<file path="config.mk">
export PLATFORM = sky130hd
export DESIGN_NAME = vend_settlement
export DESIGN_NICKNAME = d
export VERILOG_FILES = /design/src/rtl/vend_pkg.sv /design/src/rtl/vend_credit_acc.sv /design/src/rtl/vend_settlement.sv
export SDC_FILE = /design/constraint.sdc
export NUM_CORES = 1
export LEC_CHECK = 0
export CAP_MARGIN = 5
export CORE_MARGIN = 8
export CORE_UTILIZATION = 51
export DETAILED_ROUTE_END_ITERATION = 12
export GPL_ROUTABILITY_DRIVEN = 0
export GPL_TIMING_DRIVEN = 0
export PLACE_DENSITY = 0.78
export SETUP_SLACK_MARGIN = 0.15
export SYNTH_ARGS = -nofsm -noshare
export SYNTH_HDL_FRONTEND = slang
export SYNTH_SLANG_ARGS = --single-unit
</file>
<file path="constraint.sdc">
create_clock -name clk -period 6.9 [get_ports clk]
set_input_delay 1.38 -clock clk [delete_from_list [all_inputs] [get_ports clk]]
set_output_delay 1.38 -clock clk [all_outputs]
set_load 0.02 [all_outputs]
</file>
<file path="src/rtl/vend_pkg.sv">
`default_nettype none
// ============================================================================
// vend_pkg : shared FSM type, coin values and money width for vend_settlement
// Revision : 1.0
// ============================================================================
package vend_pkg;

   localparam int MONEY_W = 64;

   localparam logic [MONEY_W-1:0] COIN_5   = 64'd5;
   localparam logic [MONEY_W-1:0] COIN_10  = 64'd10;
   localparam logic [MONEY_W-1:0] COIN_25  = 64'd25;
   localparam logic [MONEY_W-1:0] COIN_100 = 64'd100;

   typedef enum logic [1:0] {
      ST_IDLE     = 2'd0,
      ST_COLLECT  = 2'd1,
      ST_DISPENSE = 2'd2,
      ST_CHANGE   = 2'd3
   } state_t;

   function automatic logic [MONEY_W-1:0] coin_value(input logic [1:0] coin_type);
      logic [MONEY_W-1:0] val;
      case (coin_type)
         2'd0:    val = COIN_5;
         2'd1:    val = COIN_10;
         2'd2:    val = COIN_25;
         default: val = COIN_100;
      endcase
      return val;
   endfunction

endpackage
`default_nettype wire

</file>
<file path="src/rtl/vend_credit_acc.sv">
`default_nettype none
// ============================================================================
// vend_credit_acc : credit register with ceiling-checked add and accept/reject pulses
// Revision : 1.0
// ============================================================================
module vend_credit_acc
   import vend_pkg::*;
#(
   parameter logic [MONEY_W-1:0] MAX_CREDIT = 64'd1000
) (
   input  logic               clk,
   input  logic               reset,
   input  logic               coin_valid,
   input  logic [1:0]         coin_type,
   input  logic               coin_allow,
   input  logic               clear,
   output logic               coin_ok,
   output logic [MONEY_W-1:0] credit,
   output logic               coin_accept,
   output logic               coin_reject
);

   logic [MONEY_W-1:0] coin_val;
   logic [MONEY_W-1:0] credit_d, credit_q;
   logic               coin_accept_d, coin_accept_q;
   logic               coin_reject_d, coin_reject_q;

   always_comb begin
      coin_val = coin_value(coin_type);
      // credit never exceeds MAX_CREDIT, so the subtraction cannot wrap
      coin_ok       = coin_valid && coin_allow && (coin_val <= (MAX_CREDIT - credit_q));
      coin_accept_d = coin_ok;
      coin_reject_d = coin_valid && !coin_ok;
      credit_d      = credit_q;
      if (clear) begin
         credit_d = '0;
      end else if (coin_ok) begin
         credit_d = credit_q + coin_val;
      end
   end

   always_ff @(posedge clk or posedge reset) begin
      if (reset) begin
         credit_q      <= '0;
         coin_accept_q <= 1'b0;
         coin_reject_q <= 1'b0;
      end else begin
         credit_q      <= credit_d;
         coin_accept_q <= coin_accept_d;
         coin_reject_q <= coin_reject_d;
      end
   end

   assign credit      = credit_q;
   assign coin_accept = coin_accept_q;
   assign coin_reject = coin_reject_q;

endmodule
`default_nettype wire

</file>
<file path="src/rtl/vend_settlement.sv">
`default_nettype none
// ============================================================================
// vend_settlement : payment-side settlement FSM, price latch and change computation
// Revision : 1.0
// ============================================================================
module vend_settlement
   import vend_pkg::*;
#(
   parameter logic [MONEY_W-1:0] PRICE      = 64'd150,
   parameter logic [MONEY_W-1:0] MAX_CREDIT = 64'd1000
) (
   input  logic               clk,
   input  logic               reset,
   input  logic               sell_signal,
   input  logic [MONEY_W-1:0] total_discount,
   input  logic               coin_valid,
   input  logic [1:0]         coin_type,
   input  logic               cancel,
   input  logic               dispense_ready,
   input  logic               change_ready,
   output logic               dispense_valid,
   output logic               change_valid,
   output logic [MONEY_W-1:0] change_amount,
   output logic               coin_accept,
   output logic               coin_reject,
   output logic [MONEY_W-1:0] credit,
   output logic               busy
);

   state_t             state_d, state_q;
   logic [MONEY_W-1:0] eff_price_d, eff_price_q;
   logic [MONEY_W-1:0] change_amount_d, change_amount_q;
   logic [MONEY_W-1:0] price_now;
   logic               coin_allow;
   logic               coin_ok;
   logic               credit_clear;

   // Kept outside the next-state block so coin_ok does not loop back into it
   assign coin_allow = (state_q == ST_IDLE) || ((state_q == ST_COLLECT) && !cancel);

   vend_credit_acc #(
      .MAX_CREDIT (MAX_CREDIT)
   ) u_credit_acc (
      .clk         (clk),
      .reset       (reset),
      .coin_valid  (coin_valid),
      .coin_type   (coin_type),
      .coin_allow  (coin_allow),
      .clear       (credit_clear),
      .coin_ok     (coin_ok),
      .credit      (credit),
      .coin_accept (coin_accept),
      .coin_reject (coin_reject)
   );

   always_ff @(posedge clk or posedge reset) begin
      if (reset) begin
         state_q         <= ST_IDLE;
         eff_price_q     <= '0;
         change_amount_q <= '0;
      end else begin
         state_q         <= state_d;
         eff_price_q     <= eff_price_d;
         change_amount_q <= change_amount_d;
      end
   end

   always_comb begin
      state_d         = state_q;
      eff_price_d     = eff_price_q;
      change_amount_d = change_amount_q;
      credit_clear    = 1'b0;
      price_now       = (PRICE > total_discount) ? (PRICE - total_discount) : '0;
      case (state_q)
         ST_IDLE: begin
            if (coin_ok) begin
               eff_price_d = price_now;
               state_d     = ST_COLLECT;
            end
         end
         ST_COLLECT: begin
            if (cancel) begin
               change_amount_d = credit;
               state_d         = ST_CHANGE;
            end else if ((credit >= eff_price_q) && sell_signal) begin
               state_d = ST_DISPENSE;
            end
         end
         ST_DISPENSE: begin
            if (dispense_ready) begin
               change_amount_d = credit - eff_price_q;
               if (credit == eff_price_q) begin
                  credit_clear = 1'b1;
                  state_d      = ST_IDLE;
               end else begin
                  state_d = ST_CHANGE;
               end
            end
         end
         ST_CHANGE: begin
            if (change_ready) begin
               credit_clear    = 1'b1;
               change_amount_d = '0;
               state_d         = ST_IDLE;
            end
         end
         default: state_d = ST_IDLE;
      endcase
   end

   always_comb begin
      dispense_valid = (state_q == ST_DISPENSE);
      change_valid   = (state_q == ST_CHANGE);
      busy           = (state_q != ST_IDLE);
   end

   assign change_amount = change_amount_q;

endmodule
`default_nettype wire

</file>
==> results_tabular.tex <==
\begin{tabular}{lr}
\hline
Metric & Value \\
\hline
\multicolumn{2}{l}{\textbf{Outcome}} \\
\quad Outcome & finished clean \\
\multicolumn{2}{l}{\textbf{Run}} \\
\quad Reported max-cap violation count & 0 \\
\multicolumn{2}{l}{\textbf{Floorplanning}} \\
\quad Height of the chip & 186 µm \\
\quad Die outline area & roughly 0.035 mm² \\
\quad Initial Util & between 50 and 60\% \\
\quad Number of top-level design ports & 206 \\
\quad Cell row count & 62 \\
\quad Core Footprint & between 0.02 and 0.03 mm² \\
\quad Chip Width & 186 µm \\
\multicolumn{2}{l}{\textbf{Worst setup path}} \\
\quad Startpoint class of the critical path & flip-flop \\
\quad CP max stage cell & o21ai\_0 \\
\quad Critical path class & reg -> reg \\
\quad Max stage delay on crit path & 0.80 ns \\
\quad Cells along the critical path & ha\_1, nor2b\_1, o31ai\_1, a211oi\_1, o2111ai\_1, a31oi\_1, o21ai\_0, o21ai\_1, a221oi\_1, xor2\_1, o22ai\_1 \\
\quad CP arrival & between 5 and 6 ns \\
\quad Critical path endpoint category & flip-flop \\
\quad Critical path required time & $\sim$7.2 ns \\
\quad Maximum fanout along the worst path & 9 \\
\multicolumn{2}{l}{\textbf{STA}} \\
\quad Relative slew slack & between 20\% and 30\% \\
\quad Post-route fraction of the period consumed by the critical path & a little over two thirds \\
\quad Layout Skew & roughly 0.012 ns \\
\quad Unrepaired setup endpoints after global routing & no \\
\quad Count of pins over their slew limit & 0 \\
\quad Transition at the pin with the smallest max-transition slack & about 1.2 ns \\
\quad Sum of negative setup slack & 0 ns \\
\quad Final hold violation count & 0 \\
\quad Final count of negative-setup-slack endpoints & 0 \\
\quad Maximum clock frequency & about 200 MHz \\
\quad Crit path time final & approximately 4.9 ns \\
\multicolumn{2}{l}{\textbf{Drt}} \\
\quad Routed via count & 16000 \\
\quad First-iteration detailed-routing DRC count & 2128 \\
\quad Total wire length after detailed routing & approximately 53 mm \\
\quad DRT antenna net count & 0 \\
\quad Wire per inst & around 22 µm \\
\quad First-pass detailed-route iteration total & 6 \\
\quad DRC violations left & 0 \\
\quad Vias/cell & about 6.5 \\
\multicolumn{2}{l}{\textbf{Synthesis}} \\
\quad Number of distinct library cells after synthesis & between 80 and 90 \\
\quad Number of nets in the synthesized netlist & between 1500 and 2000 \\
\quad Largest family of logic cells by synthesized area & simple AND/OR/NAND/NOR gates \\
\quad Fraction of synthesized area in multiplexers & 1.84\% \\
\quad Yosys synthesis warning count & 0 \\
\quad Share of the synthesized area in compound gates (AO/OA/AOI/OAI) & 21.9\% \\
\quad Average cell area after synthesis & slightly above 8 µm² \\
\quad Portion of the post-synthesis area used by sequential elements & 33.1\% \\
\quad Post-synthesis instance total & around 1800 \\
\quad Post-synthesis cell area & between 0.01 and 0.015 mm² \\
\quad Post-synthesis simple-gate area fraction & 23.1\% \\
\quad Async set or reset register ratio after synthesis & 100\% \\
\quad Post-synth EDFFs & 0 \\
\quad Adder-cell area share of the yosys netlist & around 7.4\% \\
\quad Most used flip-flop cell after synthesis & dfrtp\_1 \\
\quad Synth area leader & dfrtp\_1 \\
\quad Top post-synthesis cells by area & dfrtp\_1 33\%, ha\_1 7.1\%, nor2\_1 5.5\% \\
\quad Parity-gate share of the synthesized area counting xor and xnor cells & around 6.3\% \\
\quad Fraction of post-synthesis cell area in the top cell type by area & 33.1\% \\
\quad Number of flip-flops and latches in the synthesized netlist & slightly below 200 \\
\multicolumn{2}{l}{\textbf{Clocking}} \\
\quad Clock-pin slew reported for the worst setup and hold paths after clock tree synthesis & roughly 0.08 ns \\
\quad Postcts setup bufs & 0 \\
\quad Root buffer cell & clkbuf\_16 \\
\quad Buffer levels on the longest clock path & 2 \\
\quad TritonCTS clock tree & done \\
\quad Clock latency reported for the late side of the worst-skew pair & 0.46 ns \\
\quad Clk sinks & 196 \\
\quad CTS buffer count & 17 \\
\quad Number of gates given a new drive strength after cts & 0 \\
\quad CTS Hold Bufs & 0 \\
\quad CTS H-tree lvls & 4 \\
\multicolumn{2}{l}{\textbf{Power and ir drop}} \\
\quad Maximum VDD drop & approximately 0.23 mV \\
\quad Leak & approximately 7.9 nW \\
\quad Ratio of total power to cell area & roughly 450 mW/mm² \\
\multicolumn{2}{l}{\textbf{Min path}} \\
\quad Kind of path behind the tightest hold check & reg -> reg \\
\multicolumn{2}{l}{\textbf{GRT}} \\
\quad Remaining global-route overflow & 0 \\
\quad Largest net degree at the start of global routing & about 110 \\
\quad Number of global-route vias before repair & 15300 \\
\quad Global-route wire length before repair & approximately 83 mm \\
\quad Overall routing resource usage & just under 30\% \\
\quad Number of antenna violations at the first check in global routing & 0 \\
\multicolumn{2}{l}{\textbf{Final layout}} \\
\quad Layout net count & around 2200 \\
\quad Synthesis-to-finish area growth & 21.1\% \\
\quad Share of post-route cells with drive strength above 1 & $\sim$3.6\% \\
\quad Final cell utilization of the core & 62.7\% \\
\quad Filler Cells Inserted & around 2500 \\
\multicolumn{2}{l}{\textbf{Placed design}} \\
\quad Number of I/O port buffers & 205 \\
\quad DPL Wire Length & 40.7 mm \\
\hline
\end{tabular}
## layout by cell type (no fill, tap or decap), drive strengths merged, types with 8 or more instances in the layout
cell,Yosys,final
nor2,217,217
clkdlybuf4s50,0,205
dfrtp,196,196
nand2,130,130
a21oi,126,126
clkbuf,107,124
inv,113,122
o21ai,115,115
ha,84,84
nand3,64,64
xnor2,64,64
nor4,56,56
nor3,50,50
nand4,45,45
xor2,42,42
a221oi,42,42
and3,34,34
a21o,34,34
mux2i,25,25
or4,21,21
buf,19,20
o21bai,19,19
o211ai,18,18
a31oi,18,18
or3,17,17
o21a,16,16
o22ai,14,14
o31ai,13,13
nor2b,12,12
a211oi,11,11
and4,8,8
## routing by layer
| metal | routed length, µm | part of all wire, % | vias to the layer above | GRT usage [%] |
|---|---|---|---|---|
| li1 | - | - | 7149 | - |
| met1 | 20900 | 39 | 7509 | 37.6 |
| met2 | 23800 | 45 | 1102 | 46.4 |
| met3 | 6000 | 11 | 210 | 7.42 |
| met4 | 2360 | 4.4 | 0 | 13.6 |
| met5 | 0 | 0 | - | 0 |
## flip-flops by register name, indices dropped and copies added, names as in the netlist
signal and cells:
change_amount 64, eff_price_q 64, state_q 2, u_credit_acc.coin_accept 1
u_credit_acc.coin_reject 1, u_credit_acc.credit 64
## report_power, final
| group | internal (W) | switching, W |
|---|---|---|
| Clock | 0.000479 | 0.000515 |
| Combinational | 0.00201 | 0.00335 |
| Sequential | 0.00146 | 0.000194 |
## cell usage after synthesis, types with 49 or more instances
library cell	instances
xnor2_1	64
clkbuf_1	107
nand3_1	64
nor2_1	217
dfrtp_1	196
nand2_1	129
inv_1	112
a21oi_1	125
nor3_1	49
nor4_1	54
o21ai_0	105
ha_1	84
## final timing paths
| kind | from | to | depth (start not counted) | slack (ns) |
|---|---|---|---|---|
| max | u_credit_acc.credit[1]$_DFFE_PP0P_ | change_amount[61]$_DFFE_PP0P_ | 11 | 2.02 |
| min | eff_price_q[10]$_DFFE_PP0P_ | eff_price_q[10]$_DFFE_PP0P_ | 2 | 0.49 |
| max reg2reg | u_credit_acc.credit[1]$_DFFE_PP0P_ | change_amount[61]$_DFFE_PP0P_ | 11 | 2.02 |
| min reg2reg | eff_price_q[10]$_DFFE_PP0P_ | eff_price_q[10]$_DFFE_PP0P_ | 2 | 0.49 |
| max in group asynchronous | reset | u_credit_acc.credit[45]$_DFFE_PP0P_ | 3 | 4.47 |
| min in group asynchronous | reset | change_amount[26]$_DFFE_PP0P_ | 2 | 1.43 |
## kinds of logic after synthesis
| logic type | count (synthesis) |
|---|---|
| DFF | 196 |
| AOI/OAI and AO/OA | 493 |
| and+or+nand+nor | 688 |
| xor gates and xnor gates | 106 |
| adders and majority gates | 86 |
| buffers and inverters | 240 |
| muxes | 27 |
## per-stage QoR
step	hold WS (ns)	total power, W	setup WS (ns)	instances	instance area, µm²
floorplan	0.463	0.00510	0.179	1836	14800
global placement	0.475	0.00671	-2.42	2425	17400
detailed placement	0.484	0.00682	1.72	2426	17400
CTS	0.501	0.00783	2.15	2458	17900
global route	0.515	0.00844	1.84	2458	17900
finish	0.494	0.00800	2.02	2459	18000
## worst max-delay path, delay by kind of cell (launching register included)
| kind | cells | cell delay [ns] |
|---|---|---|
| xor+xnor | 1 | 0.22 |
| simple gates | 1 | 0.16 |
| fa+ha+maj | 1 | 0.34 |
| compound gates | 8 | 3.38 |
| flops | 1 | 0.61 |
## cell type report
class / instances / area [µm²] / share of cell area [%]
multi-input cells: 1400 / 8950 / 49.9
flip-flops and latches: 196 / 4900 / 27.3
repair buffers: 206 / 2080 / 11.6
plain buffers: 126 / 533 / 2.97
well taps: 384 / 480 / 2.68
inverters: 114 / 435 / 2.43
clock buffers: 17 / 425 / 2.37
clock inverters: 15 / 138 / 0.767
diodes: 1 / 2.50 / 0.0139
Power figures use the tool's default switching activity.
